**src/rtl/pulse_mon_pkg.sv**
```systemverilog
// Purpose  : shared types and default constants for the pulse width monitor.
// Latency  : n/a (types only).
// Backpres.: n/a.
// Contents : FSM state enum, per-record flag struct, default parameter values.
package pulse_mon_pkg;

    localparam int CNT_W_DEF = 16;
    localparam int MIN_W_DEF = 4;
    localparam int SYNC_DEF  = 2;

    typedef enum logic [0:0] {
        IDLE = 1'b0,
        HIGH = 1'b1
    } state_e;

    // Packages cannot take parameters, so the CNT_W-wide width field is
    // added next to these flags where CNT_W is known (pulse_width_monitor).
    typedef struct packed {
        logic is_short;
        logic sat;
    } rec_flags_t;

endpackage

```
**src/rtl/sync_bit.sv**
```systemverilog
// Purpose  : STAGES-flop synchronizer for one asynchronous bit.
// Latency  : STAGES clk cycles from d to q.
// Backpres.: none; free-running.
// Ports    : clk, rst (async active-high), d (async input), q (synchronized).
module sync_bit #(
    parameter int STAGES = 2
) (
    input  logic clk,
    input  logic rst,
    input  logic d,
    output logic q
);

    logic [STAGES-1:0] chain;

    always_ff @(posedge clk or posedge rst) begin
        if (rst) begin
            chain <= '0;
        end else begin
            chain <= {chain[STAGES-2:0], d};
        end
    end

    assign q = chain[STAGES-1];

endmodule

```
**src/rtl/pulse_width_monitor.sv**
```systemverilog
// Purpose  : measures the width of each high pulse on sig_in, flags short ones, keeps stats.
// Latency  : record valid SYNC_STAGES+1 edges after the first low sample of sig_in.
// Backpres.: one-entry holding register; a record arriving while it is full is dropped and counted.
// Ports    : clk, rst (async active-high), sig_in (async), en, clr (sync clear),
//            meas_valid/meas_ready/meas_width/meas_short/meas_sat (record interface),
//            pulse_cnt, short_cnt, drop_cnt (saturating stats), ovf (sticky drop flag).
module pulse_width_monitor
    import pulse_mon_pkg::*;
#(
    parameter int CNT_W       = CNT_W_DEF,
    parameter int MIN_W       = MIN_W_DEF,
    parameter int SYNC_STAGES = SYNC_DEF
) (
    input  logic             clk,
    input  logic             rst,
    input  logic             sig_in,
    input  logic             en,
    input  logic             clr,
    input  logic             meas_ready,
    output logic             meas_valid,
    output logic [CNT_W-1:0] meas_width,
    output logic             meas_short,
    output logic             meas_sat,
    output logic [CNT_W-1:0] pulse_cnt,
    output logic [CNT_W-1:0] short_cnt,
    output logic [CNT_W-1:0] drop_cnt,
    output logic             ovf
);

    typedef struct packed {
        logic [CNT_W-1:0] width;
        rec_flags_t       flags;
    } rec_t;

    localparam logic [CNT_W-1:0] CNT_MAX = '1;
    localparam logic [CNT_W-1:0] CNT_ONE = CNT_W'(1);
    localparam logic [CNT_W-1:0] MIN_THR = CNT_W'(MIN_W);

    logic             s;
    logic             s_d;
    state_e           state;
    logic [CNT_W-1:0] width;
    logic             sat;
    logic             rise;
    logic             done;
    logic             accept;
    logic             load;
    logic             drop;
    logic             cur_short;
    rec_t             held;

    sync_bit #(
        .STAGES (SYNC_STAGES)
    ) u_sync (
        .clk (clk),
        .rst (rst),
        .d   (sig_in),
        .q   (s)
    );

    // s_d belongs with the synchronizer: clr leaves it alone so that a level
    // already high when clr drops is not mistaken for a fresh rising edge.
    always_ff @(posedge clk or posedge rst) begin
        if (rst) begin
            s_d <= 1'b0;
        end else begin
            s_d <= s;
        end
    end

    assign rise      = en & s & ~s_d;
    // Completion needs en: with en low the pulse is aborted instead.
    assign done      = (state == HIGH) & en & ~s;
    assign accept    = meas_valid & meas_ready;
    assign load      = done & (~meas_valid | meas_ready);
    assign drop      = done & meas_valid & ~meas_ready;
    assign cur_short = width < MIN_THR;

    // Pulse FSM and width counter.
    always_ff @(posedge clk or posedge rst) begin
        if (rst) begin
            state <= IDLE;
            width <= '0;
            sat   <= 1'b0;
        end else if (clr) begin
            state <= IDLE;
            width <= '0;
            sat   <= 1'b0;
        end else begin
            case (state)
                IDLE: begin
                    if (rise) begin
                        state <= HIGH;
                        width <= CNT_ONE;
                        sat   <= 1'b0;
                    end
                end
                HIGH: begin
                    if (!en || !s) begin
                        state <= IDLE;
                    end else if (width == CNT_MAX) begin
                        sat <= 1'b1;
                    end else begin
                        width <= width + CNT_ONE;
                    end
                end
                default: state <= IDLE;
            endcase
        end
    end

    // One-entry holding register. An accept and a new load on the same edge
    // simply replace the contents and keep valid high.
    always_ff @(posedge clk or posedge rst) begin
        if (rst) begin
            meas_valid <= 1'b0;
            held       <= '0;
        end else if (clr) begin
            meas_valid <= 1'b0;
            held       <= '0;
        end else if (load) begin
            meas_valid          <= 1'b1;
            held.width          <= width;
            held.flags.is_short <= cur_short;
            held.flags.sat      <= sat;
        end else if (accept) begin
            meas_valid <= 1'b0;
        end
    end

    assign meas_width = held.width;
    assign meas_short = held.flags.is_short;
    assign meas_sat   = held.flags.sat;

    // Statistics; all saturate at all-ones.
    always_ff @(posedge clk or posedge rst) begin
        if (rst) begin
            pulse_cnt <= '0;
            short_cnt <= '0;
            drop_cnt  <= '0;
            ovf       <= 1'b0;
        end else if (clr) begin
            pulse_cnt <= '0;
            short_cnt <= '0;
            drop_cnt  <= '0;
            ovf       <= 1'b0;
        end else begin
            if (done) begin
                if (pulse_cnt != CNT_MAX) begin
                    pulse_cnt <= pulse_cnt + CNT_ONE;
                end
                if (cur_short && (short_cnt != CNT_MAX)) begin
                    short_cnt <= short_cnt + CNT_ONE;
                end
            end
            if (drop) begin
                if (drop_cnt != CNT_MAX) begin
                    drop_cnt <= drop_cnt + CNT_ONE;
                end
                ovf <= 1'b1;
            end
        end
    end

endmodule

```
**config.mk**
```make
export PLATFORM = sky130hd
export DESIGN_NAME = pulse_width_monitor
export DESIGN_NICKNAME = d
export VERILOG_FILES = /design/src/rtl/pulse_mon_pkg.sv /design/src/rtl/sync_bit.sv /design/src/rtl/pulse_width_monitor.sv
export SDC_FILE = /design/constraint.sdc
export NUM_CORES = 1
export LEC_CHECK = 0
export CORE_MARGIN = 5
export CORE_UTILIZATION = 43
export CTS_BUF_LIST = sky130_fd_sc_hd__clkbuf_8 sky130_fd_sc_hd__clkbuf_16
export CTS_CLUSTER_SIZE = 30
export DETAILED_ROUTE_END_ITERATION = 10
export PLACE_DENSITY_LB_ADDON = 0.15
export SLEW_MARGIN = 20
export SYNTH_ARGS = -nofsm -noshare
export SYNTH_HDL_FRONTEND = slang
export SYNTH_SLANG_ARGS = --single-unit
```
**constraint.sdc**
```tcl
create_clock -name clk -period 3.65 [get_ports clk]
set_input_delay 0.73 -clock clk [delete_from_list [all_inputs] [get_ports clk]]
set_output_delay 0.73 -clock clk [all_outputs]
set_load 0.05 [all_outputs]
```
After elaboration in Yosys (flattened, before gate mapping) --
Cells that the tools add are included.
Cells by class: add/subtract/negate cells 4, $mul 0, divide/modulo/power cells 0, order comparisons 1, eq/ne operators 8, shift operators 0, muxes and demuxes 30, bitwise logic cells 14, reductions and logical operators 16
Operators by type and width (count):
- $mux 16 | 13
- $add 16x1->16 const B | 4
- $ne 16x16->1 const B | 3
- $mux 18 | 2
- $pmux 16 s2 | 1
- $eq 16x16->1 const B | 1
- $lt 16x3->1 const B | 1
- $mux 1 | 12
- $reduce_bool 2->1 | 6
- $ne 3x3->1 const B | 3
- $and 1x1->1 | 8
- $reduce_and 2->1 | 3
- $reduce_and 3->1 | 2
- $not 1->1 | 5
- $pmux 1 s2 | 2
- $ne 3x2->1 const B | 1
- $reduce_bool 3->1 | 1
- $logic_not 1->1 | 2
- $logic_and 1x1->1 | 1
- $logic_or 1x1->1 | 1
- $or 1x1->1 | 1
Storage, ports and cells: register bits 89, bits in latches 0, memory bits (writable) 0, memory bits (read-only) 0, word-level logic and storage cells 86, memories kept 0

Depth between registers and ports, before layout --
Gate-level depths: netlist of run 1.
depth in word-level cells 6, mapped depth 8

Hierarchy --
Synthesis of run 1 repeated with hierarchy kept, for this count alone.
Unflattened totals: cells, all modules 461, area, all modules 4554.4 µm²
By module, submodules not included:
- pulse_width_monitor | times used 1, cells each 458, area an instance 4500.6 µm², sequential area each 2177.1 µm²
- sync_bit | times used 1, cells each 3, area an instance 53.8 µm², sequential area each 50.0 µm²

Worst setup path before layout of run 1 --
OpenSTA, ideal clock, no wires.
kind reg-to-reg, from register pulse_cnt[3], to register pulse_cnt[12], arrival time 2288 ps, slack 1230 ps, stages on the path, launching flop included 8, path buffers 2, path through dfrtp_1 -> nand4_1 -> or4_1 -> clkbuf_1 -> clkbuf_1 -> o2111ai_1 -> xor2_1 -> nor2_1
Between the ends: word-level cells in the longest chain between the ends 4, elaborated cells between the ends (all ways) 7, classes of those cells add/sub (1); eq/ne (1); mux (3); reduce/logical (2)
RTL lines:
- start, declared | line pulse_width_monitor.sv:24 | output logic [CNT_W-1:0] pulse_cnt,
- start signal, assigned | line pulse_width_monitor.sv:150 | pulse_cnt <= pulse_cnt + CNT_ONE;
- $add 16x1->16 | line pulse_width_monitor.sv:150
- $mux 16 | line pulse_width_monitor.sv:149 | if (pulse_cnt != CNT_MAX) begin
- $mux 16 | line pulse_width_monitor.sv:148 | if (done) begin
- $mux 16 | line pulse_width_monitor.sv:142 | end else if (clr) begin
Several ways; a longest one is shown, not always the timed one. The select of a mux whose other input is x is not followed. A chain may end at the register's enable or synchronous reset.

Worst setup path after layout of run 1 --
from input en, to register width[14]
Between the ends: word-level cells in the longest chain between the ends 4, elaborated cells between the ends (all ways) 7, classes of those cells eq/ne (2); bitwise (2); reduce/logical (3)
RTL lines:
- start, declared | line pulse_width_monitor.sv:17 | input logic en,
- $and 1x1->1 or $logic_not 1->1 (tied branches) | line pulse_width_monitor.sv:71, pulse_width_monitor.sv:99
- $and 1x1->1 or $logic_or 1x1->1 (tied branches) | line pulse_width_monitor.sv:71, pulse_width_monitor.sv:99
- $ne 3x3->1 (no source line)
- $reduce_and 3->1 (no source line) *
- end signal, assigned | line pulse_width_monitor.sv:104 | width <= width + CNT_ONE;
- end, declared | line pulse_width_monitor.sv:42 | logic [CNT_W-1:0] width;
Mark *: on every way between the ends. The rest lies on a longest branch, timed or not.

==> summary.md, run 1 <==
| Metric | Value |
|---|---|
| Status | `finished, final reports clean` |
| Tot GR Track Use | `0.171` |
| CTS sink count | `89` |
| #FFs+latches synth | `89` |
| Max_cap viols | `0` |
| Gr ovfl total | `0` |
| CP endpoint kind | `flip-flop` |
| Syn nets | `469` |
| Diode count | `0` |
| Fin util | `0.541` |
| Core Area | `0.0103 mm^2` |
| Layout area overhead | `23.6%` |
| Kind of critical path | `input port to flip-flop` |
| DR pass1 iterations | `4` |
| Nets | `536` |
| TritonCTS clock tree | `done` |
| Mapped Cells | `459` |
| Highest routed layer | `met4` |
| Max-slew violation count | `0` |
| Crit path max fanout | `13` |
| RSZ-0062 raised after global routing | `false` |
| Initial antenna violation count | `0` |
| Distinct cells, synth | `56` |
| Setup_tns | `0 ns` |
| Placed instance area | `0.00537 mm^2` |
| Top cell type's share of synthesized area | `0.495` |
| Pleak | `2.15 nW` |
| Initial Util | `0.438` |
| Slew margin rel. | `0.390` |
| Layout Skew | `0.00884 ns` |
| DRC | `0` |
| Post-synth ARST share | `1.00` |
| Pwr dens | `313 mW/mm^2` |
| Met2 wire length | `4.84 mm` |
| Site row count | `37` |
| WL/cell | `15.6 um` |
| Largest net degree at the start of global routing | `44` |
| Critical Path AT | `2.93 ns` |
| Postcts setup bufs | `0` |
| Mapped cell area | `0.00450 mm^2` |
| Worst Setup Start Kind | `input port` |
| Worst slew pin tran | `0.915 ns` |
| Full die area | `0.0126 mm^2` |
| Proportion of layout cells with a drive suffix above 1 | `0.0678` |
| Fin crit share | `0.721` |
| Final hold viol count | `0` |
| Die Ht | `112 um` |
| Final GP Congestion | `0.878` |
| Iteration-0 DRC Markers | `112` |
| Yosys warning total | `0` |
| Final setup violation count | `0` |
| Most common cell after layout, fill and taps aside | `dfrtp_1` |
| WL met1 | `5.02 mm` |
| First-pass GRT wire length | `17.8 mm` |
| H-tree depth | `3` |
| Post-route cell area | `0.00556 mm^2` |
| CTS Root Cell | `clkbuf_8` |
| CTS Buffer Depth | `2` |
| Latest clock arrival within the worst-skew pair | `0.37 ns` |
| Post-route ant nets | `0` |
| Die width | `112 um` |
| TritonCTS Buffers | `9` |
| Clock transition at path regs | `0.09 ns` |
| Port Buffer Count | `73` |
| Most frequent cells in the layout | `89 x dfrtp_1, 72 x clkdlybuf4s50_1, 50 x nor2_1` |
| Layout filler cell count | `953` |
| Vias | `3746` |
| Syn Area/Cell | `9.81 um^2` |
| Post-synthesis sequential area ratio | `0.495` |
| Top FF cell, synth | `dfrtp_1` |
| Fmax | `380 MHz` |
| Vias in the first global route | `3676` |
| Clock period minus worst slack | `2.63 ns` |
| Ranking of synthesized cells by area | `dfrtp_1 49%, nor2_1 4.2%, xnor2_1 3.5%` |
| VDD IR max | `0.160 mV` |
| Final wirelength | `10.4 mm` |
| Hold crit path type | `flip-flop to flip-flop` |
| Number of flops mapped to enable cells by yosys | `0` |
| Largest area contributor in the synthesized netlist | `dfrtp_1` |
| Worst EP required | `3.95 ns` |
| DP HPWL | `7.37 mm` |
| Resized Gates After CTS | `0` |
| CTS Hold Bufs | `0` |
| Ports | `74` |
| Via-per-instance ratio | `5.62` |
| Detail Route met3 WL | `358 um` |
==> state kept, by name (all words and copies together), names as in the netlist <==
name          cells
meas_width       16
ovf               1
u_sync.chain      2
meas_short        1
width            16
sat               1
s_d               1
drop_cnt         16
pulse_cnt        16
state             1
short_cnt        16
meas_sat          1
meas_valid        1
==> area by class of cell <==
cell class | count | area, um^2 | area share
Multi-Input combinational cell | 337 | 2150 | 0.386
Clock inverter | 6 | 57.6 | 0.0103
Inverter | 9 | 35.0 | 0.00630
Clock buffer | 10 | 138 | 0.0247
Tap cell | 136 | 170 | 0.0306
Sequential cell | 89 | 2230 | 0.400
Timing Repair Buffer | 80 | 791 | 0.142
==> per-stage QoR <==
step / hold slack, ns / power, mW / setup slack, ns / std cells
after global placement: 0.335 / 1.08 / 0.707 / 651
after CTS: 0.355 / 1.77 / 1.03 / 667
after global routing: 0.365 / 1.82 / 0.867 / 667
after detailed placement: 0.335 / 1.08 / 0.640 / 651
after floorplan: 0.331 / 1.05 / 0.613 / 459
final: 0.353 / 1.74 / 1.02 / 667
==> cell usage after synthesis, types with 7 or more instances <==
| library cell | n |
|---|---|
| o31ai_1 | 14 |
| a22o_1 | 17 |
| nand2_1 | 34 |
| xor2_1 | 11 |
| dfrtp_1 | 89 |
| nand3_1 | 21 |
| nor4_1 | 10 |
| nor3_1 | 14 |
| o21ai_1 | 13 |
| or4_1 | 12 |
| o211ai_1 | 7 |
| inv_1 | 9 |
| clkbuf_1 | 21 |
| nand4_1 | 10 |
| xnor2_1 | 18 |
| nor2_1 | 50 |
| a21oi_1 | 25 |
==> per-layer routing <==
metal / up-vias / global-route usage
met5: - / 0
met1: 1825 / 0.239
met2: 71 / 0.261
li1: 1834 / -
met4: 0 / 0.0769
met3: 16 / 0.0275
==> worst paths after layout <==
path                                                 from                        end  slack [ns]  cells past startpoint
worst max-delay path                                   en      width[14]$_DFFE_PP0P_        1.02                      6
worst min-delay path            u_sync.chain[0]$_DFF_PP0_  u_sync.chain[1]$_DFF_PP0_        0.35                      0
worst max register to register      width[10]$_DFFE_PP0P_      width[12]$_DFFE_PP0P_        1.20                      5
worst min register to register  u_sync.chain[0]$_DFF_PP0_  u_sync.chain[1]$_DFF_PP0_        0.35                      0
max in group asynchronous                             rst  meas_width[4]$_DFFE_PP0P_        2.16                      3
min in group asynchronous                             rst  meas_width[9]$_DFFE_PP0P_        0.79                      2
==> worst max-delay path, cell delays in order <==
cell	delay (ns)
clkdlybuf4s50_1	0.50
and2_1	0.24
a21oi_1	0.30
o21bai_1	0.47
or4_1	0.55
a21oi_1	0.15
==> where the power goes <==
| part | total [mW] | internal (mW) | switching (mW) |
|---|---|---|---|
| Sequential | 0.992 | 0.988 | 0.00356 |
| Combinational | 0.0663 | 0.0157 | 0.0506 |
| Clock | 0.684 | 0.330 | 0.354 |
| Total | 1.74 | 1.33 | 0.408 |
==> cells by family after synthesis <==
group	after synthesis	synth area share
buffers and inverters	33	0.0295
and+or+nand+nor	201	0.246
muxes	6	0.0145
DFF	89	0.495
adders and majority gates	4	0.0111
AOI/OAI and AO/OA	97	0.148
xor gates and xnor gates	29	0.0564
Power figures use the tool's default switching activity.
==> run 2: changes to the inputs <==
- clock period: 3.65 -> 2.71 ns (I/O delays scaled with it)
==> summary.md, run 2 (synthesized netlist as in run 1, its figures left out) <==
| Metric | Value |
|---|---|
| Status | `finished, final reports clean` |
| VDD IR max | `0.293 mV` |
| Die Ht | `112 um` |
| Gr ovfl total | `0` |
| R2R Path End | `width[14]$_DFFE_PP0P_` |
| Iteration-0 DRC Markers | `151` |
| Latest clock arrival within the worst-skew pair | `0.36 ns` |
| Full die area | `0.0126 mm^2` |
| Net switching power | `0.546 mW` |
| WP buf/inv | `0` |
| CTS Hold Bufs | `0` |
| Most frequent cells in the layout | `89 x dfrtp_1, 72 x clkdlybuf4s50_1, 50 x nor2_1` |
| Site row count | `37` |
| Ports | `74` |
| Post-place setup slack | `0.115 ns` |
| R2R cell count | `5` |
| Hold crit path type | `flip-flop to flip-flop` |
| Combinational Power Share | `0.039` |
| CTS Root Cell | `clkbuf_8` |
| Most common cell after layout, fill and taps aside | `dfrtp_1` |
| DRC | `0` |
| Diode count | `0` |
| Layout area overhead | `25.8%` |
| Layout filler cell count | `956` |
| Max incr delay on CP | `0.69 ns` |
| Pleak | `2.19 nW` |
| Final GP Congestion | `0.836` |
| CP cell instances | `nand3_1, or4_1, o21bai_1, or4_1, a21oi_1` |
| Worst Hold Depth | `0` |
| Fin util | `0.551` |
| DP HPWL | `7.62 mm` |
| Fin crit share | `0.902` |
| Post-route ant nets | `0` |
| Pint | `1.92 mW` |
| Resized Gates After CTS | `0` |
| CP endpoint kind | `flip-flop` |
| TritonCTS Buffers | `9` |
| Nets | `544` |
| H-tree depth | `3` |
| Final hold viol count | `0` |
| Fmax | `409 MHz` |
| Slew margin rel. | `0.449` |
| Initial Util | `0.438` |
| Critical Path AT | `2.68 ns` |
| Slowest CP cell | `o21bai_1` |
| Vias in the first global route | `3731` |
| Vias | `3852` |
| RSZ-0062 raised after global routing | `false` |
| Sequential cell area | `0.00223 mm^2` |
| Largest net degree at the start of global routing | `47` |
| Seq pwr share | `0.541` |
| Worst EP required | `2.94 ns` |
| Kind of critical path | `flip-flop to flip-flop` |
| Multi-input gate area | `0.00215 mm^2` |
| Proportion of layout cells with a drive suffix above 1 | `0.0798` |
| Post-route cell area | `0.00566 mm^2` |
| R2r startpoint | `width[10]$_DFFE_PP0P_` |
| Reg-to-reg slack, setup | `0.26 ns` |
| Worst slew pin tran | `0.825 ns` |
| Hold path startpoint | `u_sync.chain[0]$_DFF_PP0_` |
| Clock power share | `0.420` |
| WL/cell | `16.2 um` |
| Most frequent CP cell | `or4_1` |
| Max-slew violation count | `0` |
| Clock transition at path regs | `0.09 ns` |
| Max_cap viols | `0` |
| Worst hold endpoint | `u_sync.chain[1]$_DFF_PP0_` |
| Port Buffer Count | `73` |
| Initial antenna violation count | `0` |
| Core Area | `0.0103 mm^2` |
| First-pass GRT wire length | `18.6 mm` |
| Final wirelength | `10.9 mm` |
| Placed instance area | `0.00543 mm^2` |
| Sw frac | `0.221` |
| Kind of cell adding the most delay to the critical path | `simple AND/OR/NAND/NOR gates` |
| Tot GR Track Use | `0.177` |
| Postcts setup bufs | `0` |
| Minimum setup slack in the final design | `0.265 ns` |
| Layout Skew | `0.0104 ns` |
| Clock period minus worst slack | `2.45 ns` |
| CTS Buffer Depth | `2` |
| Die width | `112 um` |
| Pwr dens | `436 mW/mm^2` |
| Crit path max fanout | `13` |
| Setup_tns | `0 ns` |
| TritonCTS clock tree | `done` |
| Via-per-instance ratio | `5.71` |
| Final setup violation count | `0` |
| Power Total | `2.47 mW` |
| Worst Setup Start Kind | `flip-flop` |
| CTS sink count | `89` |
| DR pass1 iterations | `5` |
run 2: cell count changes in the layout (fill, tap and decap cells not counted), sizes merged:
cell	before	now
buf	8	16
clkinv	5	0
clkinvlp	1	3
bufinv	1	2
clkbuf	10	11
inv	8	9
run 2: worst max-delay path by stage:
stage               cells after the start  slack [ns]                startpoint                         to
detailed placement                      5        0.11                        en  short_cnt[11]$_DFFE_PP0P_
floorplan                               7        0.29  pulse_cnt[3]$_DFFE_PP0P_  pulse_cnt[12]$_DFFE_PP0P_
CTS                                     5        0.30     width[10]$_DFFE_PP0P_      width[12]$_DFFE_PP0P_
global placement                        5        0.16                        en  short_cnt[11]$_DFFE_PP0P_
global route                            5        0.11     width[10]$_DFFE_PP0P_      width[11]$_DFFE_PP0P_
finish                                  5        0.26     width[10]$_DFFE_PP0P_      width[14]$_DFFE_PP0P_
run 2: through the flow:
step	std cells	hold slack [ns]
2_1_floorplan	459	0.331
3_3_place_gp	659	0.340
3_5_place_dp	659	0.342
4_1_cts	675	0.363
5_1_grt	675	0.368
6_report	675	0.361
run 2: per-layer routing:
layer  share of wire  GRT usage
met1            0.45      0.234
met2            0.48      0.293
met3           0.057     0.0367
met4           0.015     0.0521
met5               0          0
run 2: power groups by stage:
stage               registers [mW]  clock network [mW]  logic, mW
floorplan                     1.36                   0     0.0574
global placement              1.36                   0     0.0972
detailed placement            1.36                   0     0.0983
CTS                           1.34                1.06     0.0986
global route                  1.34                1.13      0.109
finish                        1.34                1.04     0.0953
run 2: cell type report:
| class | instances | area share |
|---|---|---|
| Sequential cell | 89 | 0.393 |
| Multi-Input combinational cell | 337 | 0.379 |
| Timing Repair Buffer | 88 | 0.150 |
| Tap cell | 136 | 0.0301 |
| Clock buffer | 11 | 0.0267 |
| Clock inverter | 5 | 0.0139 |
| Inverter | 9 | 0.00663 |
==> run 3: changes to the inputs <==
- SETUP_SLACK_MARGIN: unset -> 0.3
- clock period: 2.71 -> 2.65 ns (I/O delays scaled with it)
==> summary.md, run 3 (synthesized netlist as in run 1, its figures left out) <==
| Metric | Value |
|---|---|
| Status | `finished, final reports clean` |
| Crit path max fanout | `9` |
| Iteration-0 DRC Markers | `144` |
| Largest net degree at the start of global routing | `48` |
| TritonCTS clock tree | `done` |
| Gr ovfl total | `0` |
| Initial Util | `0.438` |
| Setup_tns | `0 ns` |
| Ports | `74` |
| Nets | `553` |
| Placed instance area | `0.00549 mm^2` |
| R2r startpoint | `width[10]$_DFFE_PP0P_` |
| Clock transition at path regs | `0.09 ns` |
| Full die area | `0.0126 mm^2` |
| Layout Skew | `0.0160 ns` |
| Pint | `1.78 mW` |
| Worst setup path startpoint | `width[10]$_DFFE_PP0P_` |
| Combinational Power Share | `0.043` |
| Vias in the first global route | `3798` |
| Post-place setup slack | `0.103 ns` |
| DRC | `0` |
| RSZ-0062 raised after global routing | `true` |
| Worst Setup Start Kind | `flip-flop` |
| Pwr dens | `409 mW/mm^2` |
| Final wirelength | `10.9 mm` |
| CTS Buffer Depth | `2` |
| CTS Root Cell | `clkbuf_8` |
| Final setup violation count | `0` |
| CTS sink count | `89` |
| First-pass GRT wire length | `18.9 mm` |
| Post-route cell area | `0.00573 mm^2` |
| DP HPWL | `7.62 mm` |
| Setup crit end | `short_cnt[11]$_DFFE_PP0P_` |
| Pleak | `2.22 nW` |
| Via-per-instance ratio | `5.65` |
| Initial antenna violation count | `0` |
| Clock power share | `0.375` |
| Sw frac | `0.242` |
| Die Ht | `112 um` |
| Kind of critical path | `flip-flop to flip-flop` |
| Die width | `112 um` |
| Tot GR Track Use | `0.178` |
| Net switching power | `0.567 mW` |
| Max_cap viols | `0` |
| Final hold viol count | `0` |
| Diode count | `0` |
| Layout area overhead | `27.3%` |
| Reg-to-reg slack, setup | `0.39 ns` |
| Hold crit path type | `flip-flop to flip-flop` |
| Final GP Congestion | `0.876` |
| Seq pwr share | `0.583` |
| R2R cell count | `6` |
| Slew margin rel. | `0.606` |
| Core Area | `0.0103 mm^2` |
| Clock period minus worst slack | `2.26 ns` |
| Worst slew pin tran | `0.586 ns` |
| Minimum setup slack in the final design | `0.389 ns` |
| Proportion of layout cells with a drive suffix above 1 | `0.115` |
| Max-slew violation count | `0` |
| CP endpoint kind | `flip-flop` |
| Worst EP required | `2.93 ns` |
| Latest clock arrival within the worst-skew pair | `0.36 ns` |
| TritonCTS Buffers | `9` |
| CTS Hold Bufs | `0` |
| Port Buffer Count | `73` |
| Most frequent cells in the layout | `81 x dfrtp_1, 72 x clkdlybuf4s50_1, 50 x nor2_1` |
| WL/cell | `16.0 um` |
| Vias | `3862` |
| Critical Path AT | `2.54 ns` |
| DR pass1 iterations | `4` |
| Site row count | `37` |
| Most common cell after layout, fill and taps aside | `dfrtp_1` |
| Fmax | `442 MHz` |
| R2R Path End | `short_cnt[11]$_DFFE_PP0P_` |
| H-tree depth | `3` |
| Fin crit share | `0.853` |
| Post-route ant nets | `0` |
| VDD IR max | `0.200 mV` |
==> run 3: changes by cell type in the layout (fill, tap and decap cells not counted), sizes merged <==
cell,change
clkinv,+1
clkinvlp,+1
buf,+9
bufinv,-2
==> run 3: final cells by class <==
cell class | instances | area, um^2
Timing Repair Buffer | 97 | 922
Inverter | 9 | 37.5
Multi-Input combinational cell | 337 | 2180
Tap cell | 136 | 170
Sequential cell | 89 | 2240
Clock buffer | 11 | 151
Clock inverter | 5 | 31.3
Fill cell | 932 | 4550
==> run 3: how the worst min path moves through the flow <==
stage	startpoint	end	slack (ns)	depth (start not counted)
2_1_floorplan	u_sync.chain[0]$_DFF_PP0_	u_sync.chain[1]$_DFF_PP0_	0.33	0
3_3_place_gp	u_sync.chain[0]$_DFF_PP0_	u_sync.chain[1]$_DFF_PP0_	0.35	0
3_5_place_dp	u_sync.chain[0]$_DFF_PP0_	u_sync.chain[1]$_DFF_PP0_	0.35	0
4_1_cts	u_sync.chain[0]$_DFF_PP0_	u_sync.chain[1]$_DFF_PP0_	0.37	0
5_1_grt	u_sync.chain[0]$_DFF_PP0_	u_sync.chain[1]$_DFF_PP0_	0.38	0
6_report	u_sync.chain[0]$_DFF_PP0_	u_sync.chain[1]$_DFF_PP0_	0.37	0
==> run 3: power by group through the flow <==
stage          Combinational, mW  Clock (mW)  Sequential (mW)
2_1_floorplan             0.0587           0             1.39
3_3_place_gp               0.102           0             1.39
6_report                   0.101       0.878             1.37
3_5_place_dp               0.103           0             1.39
4_1_cts                    0.104       0.896             1.37
5_1_grt                    0.115       0.955             1.37
==> run 3: layer usage <==
metal	global-route usage	routed length, um
met5	0	0
met4	0.0577	142
met2	0.288	5090
met1	0.245	5100
met3	0.0318	585
==> run 3: critical path, cell delays in order, from the launching register on <==
cell and delay [ns]:
dfrtp_1 0.40, buf_6 0.15, nor4_4 0.32, nand4_4 0.17, or4_4 0.53, or4_1 0.49, a21oi_1 0.13
==> run 3: timing repair <==
item,in CTS,in global routing
resized for setup,2,6
setup endpoints to repair,3,10
pin swaps,0,6
buffers inserted,0,3
==> run 3: stage by stage <==
step	hold WS, ns	power [mW]	util	instances
floorplan	0.331	1.45	-	459
global placement	0.347	1.49	0.534	665
detailed placement	0.354	1.50	0.534	665
CTS	0.372	2.37	0.552	681
global route	0.383	2.44	0.557	684
finish	0.371	2.34	0.557	684
